===== config.mk =====
export PLATFORM = sky130hd
export DESIGN_NAME = fetch
export DESIGN_NICKNAME = d
export VERILOG_FILES = /design/src/rtl/fetch_pkg.sv /design/src/rtl/fetch_pc_slot.sv /design/src/rtl/fetch.sv
export SDC_FILE = /design/constraint.sdc
export NUM_CORES = 1
export LEC_CHECK = 0
export CAP_MARGIN = 30
export CORE_ASPECT_RATIO = 0.75
export CORE_UTILIZATION = 49
export CTS_CLUSTER_DIAMETER = 50
export DETAILED_ROUTE_END_ITERATION = 10
export GPL_TIMING_DRIVEN = 0
export PLACE_DENSITY = 0.93
export SYNTH_ARGS = -nofsm -noshare
export SYNTH_HDL_FRONTEND = slang
export SYNTH_SLANG_ARGS = --single-unit

===== constraint.sdc =====
create_clock -name clk -period 4.8 [get_ports clk]
set_input_delay 0.48 -clock clk [delete_from_list [all_inputs] [get_ports clk]]
set_output_delay 0.48 -clock clk [all_outputs]
set_load 0.01 [all_outputs]

===== src/rtl/fetch_pkg.sv =====
// Shared definitions for the Pillar instruction-fetch stage: state encoding,
// default reset PC and the alignment helper.
package fetch_pkg;

  typedef enum logic [1:0] {
    FETCH_REQ     = 2'd0,
    FETCH_ISSUE   = 2'd1,
    FETCH_WAIT_PC = 2'd2,
    FETCH_FAULT   = 2'd3
  } fetch_state_t;

  localparam logic [31:0] DEFAULT_RESET_PC = 32'h0000_0000;

  function automatic logic pc_misaligned(input logic [31:0] pc);
    return (pc[1:0] != 2'b00);
  endfunction

endpackage


===== src/rtl/fetch_pc_slot.sv =====
// One-entry holding register for a next-PC strobe that arrives before fetch
// is ready to use it; later strobes overwrite, a consume clears it.
module fetch_pc_slot (
  input  logic        clk,
  input  logic        reset,
  input  logic        i_capture,
  input  logic        i_clear,
  input  logic [31:0] i_pc,
  output logic        o_full,
  output logic [31:0] o_pc
);

  logic        r_full;
  logic [31:0] r_pc;

  // Capture wins over clear; the owner never asserts both in one cycle.
  always_ff @(posedge clk or negedge reset) begin
    if (!reset) begin
      r_full <= 1'b0;
      r_pc   <= 32'h0000_0000;
    end else if (i_capture) begin
      r_full <= 1'b1;
      r_pc   <= i_pc;
    end else if (i_clear) begin
      r_full <= 1'b0;
    end
  end

  assign o_full = r_full;
  assign o_pc   = r_pc;

endmodule


===== src/rtl/fetch.sv =====
// Instruction-fetch stage: one imem read per instruction, hands the word to
// decode, then waits for writeback's next PC. Misaligned next PC is terminal.
module fetch
  import fetch_pkg::*;
#(
  parameter logic [31:0] RESET_PC = DEFAULT_RESET_PC,
  parameter int          COUNT_W  = 32
) (
  input  logic               clk,
  input  logic               reset,
  input  logic [31:0]        pc_wd_i,
  input  logic               pc_valid_i,
  output logic               imem_req_o,
  output logic [31:0]        imem_addr_o,
  input  logic               imem_ack_i,
  input  logic [31:0]        imem_data_i,
  output logic [31:0]        ir_o,
  output logic [31:0]        pc_o,
  output logic               ir_valid_o,
  input  logic               ir_ready_i,
  output logic               fault_o,
  output logic [COUNT_W-1:0] fetch_count_o
);

  fetch_state_t       r_state;
  logic [31:0]        r_pc;
  logic [31:0]        r_ir;
  logic               r_ir_valid;
  logic               r_fault;
  logic [COUNT_W-1:0] r_count;

  logic        w_slot_full;
  logic [31:0] w_slot_pc;
  logic        w_capture;
  logic        w_clear;
  logic        w_have_pc;
  logic [31:0] w_next_pc;

  // Strobes seen before WAIT_PC are parked; FAULT ignores them entirely.
  assign w_capture = pc_valid_i &&
                     ((r_state == FETCH_REQ) || (r_state == FETCH_ISSUE));
  assign w_clear   = (r_state == FETCH_WAIT_PC);
  assign w_have_pc = pc_valid_i | w_slot_full;
  assign w_next_pc = pc_valid_i ? pc_wd_i : w_slot_pc;

  fetch_pc_slot u_pc_slot (
    .clk       (clk),
    .reset     (reset),
    .i_capture (w_capture),
    .i_clear   (w_clear),
    .i_pc      (pc_wd_i),
    .o_full    (w_slot_full),
    .o_pc      (w_slot_pc)
  );

  always_ff @(posedge clk or negedge reset) begin
    if (!reset) begin
      r_state    <= FETCH_REQ;
      r_pc       <= RESET_PC;
      r_ir       <= 32'h0000_0000;
      r_ir_valid <= 1'b0;
      r_fault    <= 1'b0;
      r_count    <= '0;
    end else begin
      case (r_state)
        FETCH_REQ: begin
          if (imem_ack_i) begin
            r_ir       <= imem_data_i;
            r_ir_valid <= 1'b1;
            r_state    <= FETCH_ISSUE;
          end
        end
        FETCH_ISSUE: begin
          if (ir_ready_i) begin
            r_ir_valid <= 1'b0;
            r_count    <= r_count + {{(COUNT_W-1){1'b0}}, 1'b1};
            r_state    <= FETCH_WAIT_PC;
          end
        end
        FETCH_WAIT_PC: begin
          if (w_have_pc) begin
            if (pc_misaligned(w_next_pc)) begin
              r_fault <= 1'b1;
              r_state <= FETCH_FAULT;
            end else begin
              r_pc    <= w_next_pc;
              r_state <= FETCH_REQ;
            end
          end
        end
        FETCH_FAULT: begin
          r_ir_valid <= 1'b0;
        end
        default: begin
          r_ir_valid <= 1'b0;
          r_fault    <= 1'b1;
          r_state    <= FETCH_FAULT;
        end
      endcase
    end
  end

  // Gated by reset so an outstanding request drops without waiting for a clock.
  assign imem_req_o    = (r_state == FETCH_REQ) & reset;
  assign imem_addr_o   = r_pc;
  assign pc_o          = r_pc;
  assign ir_o          = r_ir;
  assign ir_valid_o    = r_ir_valid;
  assign fault_o       = r_fault;
  assign fetch_count_o = r_count;

endmodule


==> results.toml, run 1 <==
[routing]
vias = 4326
drc = 0
avgRoutedWirePerCell_um = 16.0
drt_iter0_markers = 156
wl_mm = 13.7
antenna_left = 0
drtPass1Iterations = 6
viasPerCell = 5.05

[clock_network]
cts_hold_buf = 1
cts.path.max_buffers = 2
ctsResizeCount = 0
cts_htree_levels = 4
cts_tree = "yes"
clk_pin_slew_ns = 0.06
cts_inserted_buffers = 17
root_buffer = "clkbuf_16"
clock_sinks = 133
postCtsSetupRepairBufs = 0
clock_latency_ns = 0.41

[logic_synthesis]
ys_async_sr_fraction = 1.00
ys_types = 35
ys_seq_area_frac = 0.569
synth_top_area_frac = 0.569
synth_area_leaders = "dfrtp_1 (57%), mux2_2 (13%), mux2i_1 (5.1%)"
synth_fp_nets = 537
syn_avg_cell_area_sq_um = 12.6
synth-seq-cells = 133
ys_warn_count = 0
synth_flop_cell = "dfrtp_1"
netlist_instances = 463
yosysTopAreaCell = "dfrtp_1"
syn-cell-area_sq_um = 5850
synth_edf_count = 0

[worst_setup_path]
cpPeakStageDelay_ns = 0.55
crit_fanout = 91
cp-end-kind = "output port"
r2r_cells = 5
critPathLaunchType = "input pin"
cp_data_required_time_ns = 4.32
r2r_slack_ns = 2.68
crit_slowest_cell = "dlygate4sd3_1"
timing.rr.end = "u_pc_slot.o_pc[17]"
crit_path_cell_trace = "dlygate4sd3_1, buf_6, buf_16, and2_1, clkdlybuf4s50_1"
critPathKind = "in -> out"
critical_path.startpoint = "reset"
cp-endpoint = "imem_req_o"
worstReg2RegStart = "r_state[1]"
cp.arrival_ns = 2.59

[power]
power-per-cell-area_nw_per_um2 = 609
power_uw = 5290
p_leak_uw = 0.00380
peakVddDrop_mv = 0.461

[floorplanning]
die_h_um = 96.6
die-area_sq_um = 12400
ios = 200
die_x_um = 128
core_area_sq_um = 11600
rows = 34
initial_core_util = 0.504

[layout]
layout_common_cells = "clkdlybuf4s50_1 (197), dfrtp_1 (133), mux2_2 (65)"
fin_nets = 756
n_antenna_cell = 0
regArea_sq_um = 3330
multi_input_area_sq_um = 2170
drive_gt1_frac = 0.209
fin_util = 0.747
n_fill_cell = 739
area_growth_pct = 48.3
layout.cells.most_common = "clkdlybuf4s50_1"

[sta]
fmax_mhz = 326
worstMarginPinSlew_ns = 0.732
setup-violations-final = 0
worst_hold_slack_ns = 0.480
relSlewSlack = 0.512
rsz0062_at_grt = "no"
hold_viol = 0
worst_slack_ns = 1.73
skew_ns = 0.00982
drv_slew = 0
finalCriticalPeriod_ns = 3.07
fin_crit_sh = 0.640
tns_ns = 0

[flow_run]
drv_cap = 0

[place]
gp_congestion = 0.789
port_buffers = 198
dpl.hpwl_mm = 9.78
place_ws_ns = 2.24

[global_route]
gr-total-overflow = 0
grt_pass1_wl_mm = 22.1
grt_max_degree = 92
antenna_found_initial = 0
track_usage = 0.231
grt_pass1_vias = 4505

[status]
status = "completed"

[hold_path]
worstHoldPathType = "reg -> reg"
[how the worst min path moves through the flow]
stage	from	endpoint	slack, ns	cells after the start
2_1_floorplan	reset	fault_o	0.18	0
3_3_place_gp	fault_o	fault_o	0.45	2
3_5_place_dp	reset	imem_addr_o[16]	0.43	1
4_1_cts	fault_o	fault_o	0.48	2
5_1_grt	fault_o	fault_o	0.50	2
6_report	fault_o	fault_o	0.48	2
[power breakdown]
part           total [uW]  leakage (uW)  internal, uW  switching [uW]
sequential           1870       0.00165          1560             302
clock                1330      0.000288           823             507
combinational        2090       0.00186          1300             794
[flip-flops by register name, indices dropped and copies added, names as in the netlist]
signal and count:
fetch_count_o 32, r_state 2, ir_valid_o 1, imem_addr_o 32
ir_o 32, u_pc_slot.o_full 1, u_pc_slot.o_pc 32, fault_o 1
[cells by family after synthesis]
kind of cell | after synthesis | share of synthesized area
flip-flops | 133 | 0.569
AND/OR/NAND/NOR | 100 | 0.0979
multiplexers | 95 | 0.176
buffers and inverters | 59 | 0.0599
AO/OA/AOI/OAI | 40 | 0.0398
XOR/XNOR | 31 | 0.0464
adder cells (fa/ha/maj) | 5 | 0.0107
[critical path, delay by kind of cell]
family / cells / cell delay (ns)
buf+inv: 4 / 1.87
simple gates: 1 / 0.19
[Yosys cell counts (3+ instances only)]
cell        n
buf_2       6
nand3_1    10
clkbuf_1    8
nand4_1    13
and2_1      5
inv_1       8
nor3_1      6
nor2b_1     3
nor2_1      5
xor2_1      5
buf_1       4
dfrtp_1   133
mux2_2     65
o21ai_1     3
buf_4      32
ha_1        5
and3_1      4
o21ai_0    30
mux2i_1    30
xnor2_1    26
and4_1      3
nand2_1    41
[through the flow]
step / cells / cell area (sq um)
2_1_floorplan: 463 / 5850
3_3_place_gp: 823 / 8040
3_5_place_dp: 824 / 8060
4_1_cts: 857 / 8680
5_1_grt: 857 / 8680
6_report: 857 / 8680
[area by class of cell]
type | count | share of cell area
tap | 162 | 0.0234
clock inverter | 14 | 0.0202
sequential | 133 | 0.384
multi-input combinational | 271 | 0.250
clock buffer | 18 | 0.0495
timing repair buffer | 200 | 0.233
inverter | 8 | 0.00346
buffer | 51 | 0.0369
[layer usage]
layer | wire length, um | up-vias | track usage
li1 | - | 2024 | -
met1 | 5730 | 2115 | 0.282
met2 | 6780 | 159 | 0.381
met3 | 912 | 28 | 0.0713
met4 | 323 | 0 | 0.0950
met5 | 0 | - | 0
Power figures use the tool's default switching activity.
==> run 2, diff against run 1 <==
Settings changed: CORE_UTILIZATION 49 to 46, PLACE_DENSITY 0.93 to 0.89.
Clock period 4.8 ns to 2.95 ns, I/O delays scaled along.
==> run 2 against run 1 <==
Combinational power up 61%. Critical path depth unchanged. Sequential power up 61%. Highest routed layer unchanged.
==> results.toml, run 2 (synthesis results as in run 1) <==
[routing]
drc = 0
vias = 4349
antenna_left = 0
avgRoutedWirePerCell_um = 15.7
drtPass1Iterations = 4
drt_iter0_markers = 123
viasPerCell = 5.05
wl_mm = 13.5

[sta]
relSlewSlack = 0.490
finalCriticalPeriod_ns = 2.64
fmax_mhz = 379
drv_slew = 0
setup-violations-final = 0
hold_viol = 0
fin_crit_sh = 0.894
rsz0062_at_grt = "no"
skew_ns = 0.00762
worstMarginPinSlew_ns = 0.765

[global_route]
grt_max_degree = 92
track_usage = 0.211
antenna_found_initial = 0
gr-total-overflow = 0
grt_pass1_vias = 4430
grt_pass1_wl_mm = 21.9

[layout]
drive_gt1_frac = 0.206
area_growth_pct = 47.8
layout.cells.most_common = "clkdlybuf4s50_1"
layout_common_cells = "clkdlybuf4s50_1 (197), dfrtp_1 (133), mux2_2 (65)"
fin_cells = 861
fin_util = 0.700
fin_nets = 756
n_fill_cell = 870
n_antenna_cell = 0

[clock_network]
root_buffer = "clkbuf_16"
cts_inserted_buffers = 17
cts_tree = "yes"
clk_pin_slew_ns = 0.06
ctsResizeCount = 0
clock_sinks = 133
clock_latency_ns = 0.40
cts.path.max_buffers = 2
cts_htree_levels = 4

[worst_setup_path]
critPathKind = "in -> out"
timing.rr.end = "u_pc_slot.o_pc[20]"
critPathLaunchType = "input pin"
r2r_cells = 5
cp-end-kind = "output port"
cp_data_required_time_ns = 2.65
cp.arrival_ns = 2.34
worstReg2RegStart = "r_state[1]"
r2r_slack_ns = 0.77
crit_fanout = 91

[status]
status = "completed"

[floorplanning]
die_x_um = 132
rows = 35
initial_core_util = 0.474
core_area_sq_um = 12300
die_h_um = 99.7
die-area_sq_um = 13200
ios = 200

[flow_run]
drv_cap = 0

[place]
dpl.hpwl_mm = 9.86
gp_congestion = 0.796
port_buffers = 198
dp_cells = 828

[hold_path]
worstHoldPathType = "in -> async"

[power]
power-per-cell-area_nw_per_um2 = 974
peakVddDrop_mv = 0.605
p_leak_uw = 0.00379
## run 2: timing repair
| item | in CTS | in global routing |
|---|---|---|
| endpoints found under the hold margin | 43 | 0 |
| hold buffers | 1 | 0 |
| buffers inserted | 0 | 0 |
## run 2: report_power, final
group	switching (uW)	internal, uW
Combinational	1260	2110
Clock	754	1280
Sequential	477	2550
Total	2490	5940
## run 2: cell type report
class	instances	area, sq um	share of cell area
Buffer	51	320	0.0370
Clock inverter	10	105	0.0122
Sequential cell	133	3330	0.385
Clock buffer	22	464	0.0537
Multi-Input combinational cell	271	2170	0.251
Timing Repair Buffer	200	2020	0.234
Tap cell	166	208	0.0240
Inverter	8	30.0	0.00347
## run 2: metal layers
metal	wire, um	global-route usage	up-vias
met4	94	0.0601	0
met2	6790	0.363	139
li1	-	-	2021
met3	691	0.0545	9
met5	0	0	-
met1	5960	0.266	2180
## run 2: worst max path at each step
stage	from	to	slack [ns]	depth (start not counted)
after detailed placement	r_state[1]	u_pc_slot.o_pc[19]	0.76	5
after CTS	reset	imem_req_o	0.23	5
after global placement	reset	u_pc_slot.o_pc[24]	-3.35	1
after global routing	reset	imem_req_o	0.10	5
final	reset	imem_req_o	0.31	5
after floorplan	r_state[1]	fetch_count_o[29]	1.24	8
## run 2: stage by stage
stage | setup slack [ns] | hold WS, ns | TNS, ns | cell area (sq um) | power [uW]
after global routing | 0.105 | 0.410 | 0 | 8650 | 8880
after global placement | -3.35 | 0.448 | -448.17 | 8040 | 6290
final | 0.312 | 0.377 | 0 | 8650 | 8430
after CTS | 0.231 | 0.375 | 0 | 8650 | 8510
after floorplan | 1.24 | -0.000591 | 0 | 5850 | 4630
after detailed placement | 0.760 | 0.238 | 0 | 8070 | 6450
## run 2: worst max-delay path, cell delays in order
cell and delay (ns):
dlygate4sd3_1 0.55, buf_6 0.35, buf_16 0.37, and2_1 0.19
clkdlybuf4s50_1 0.54
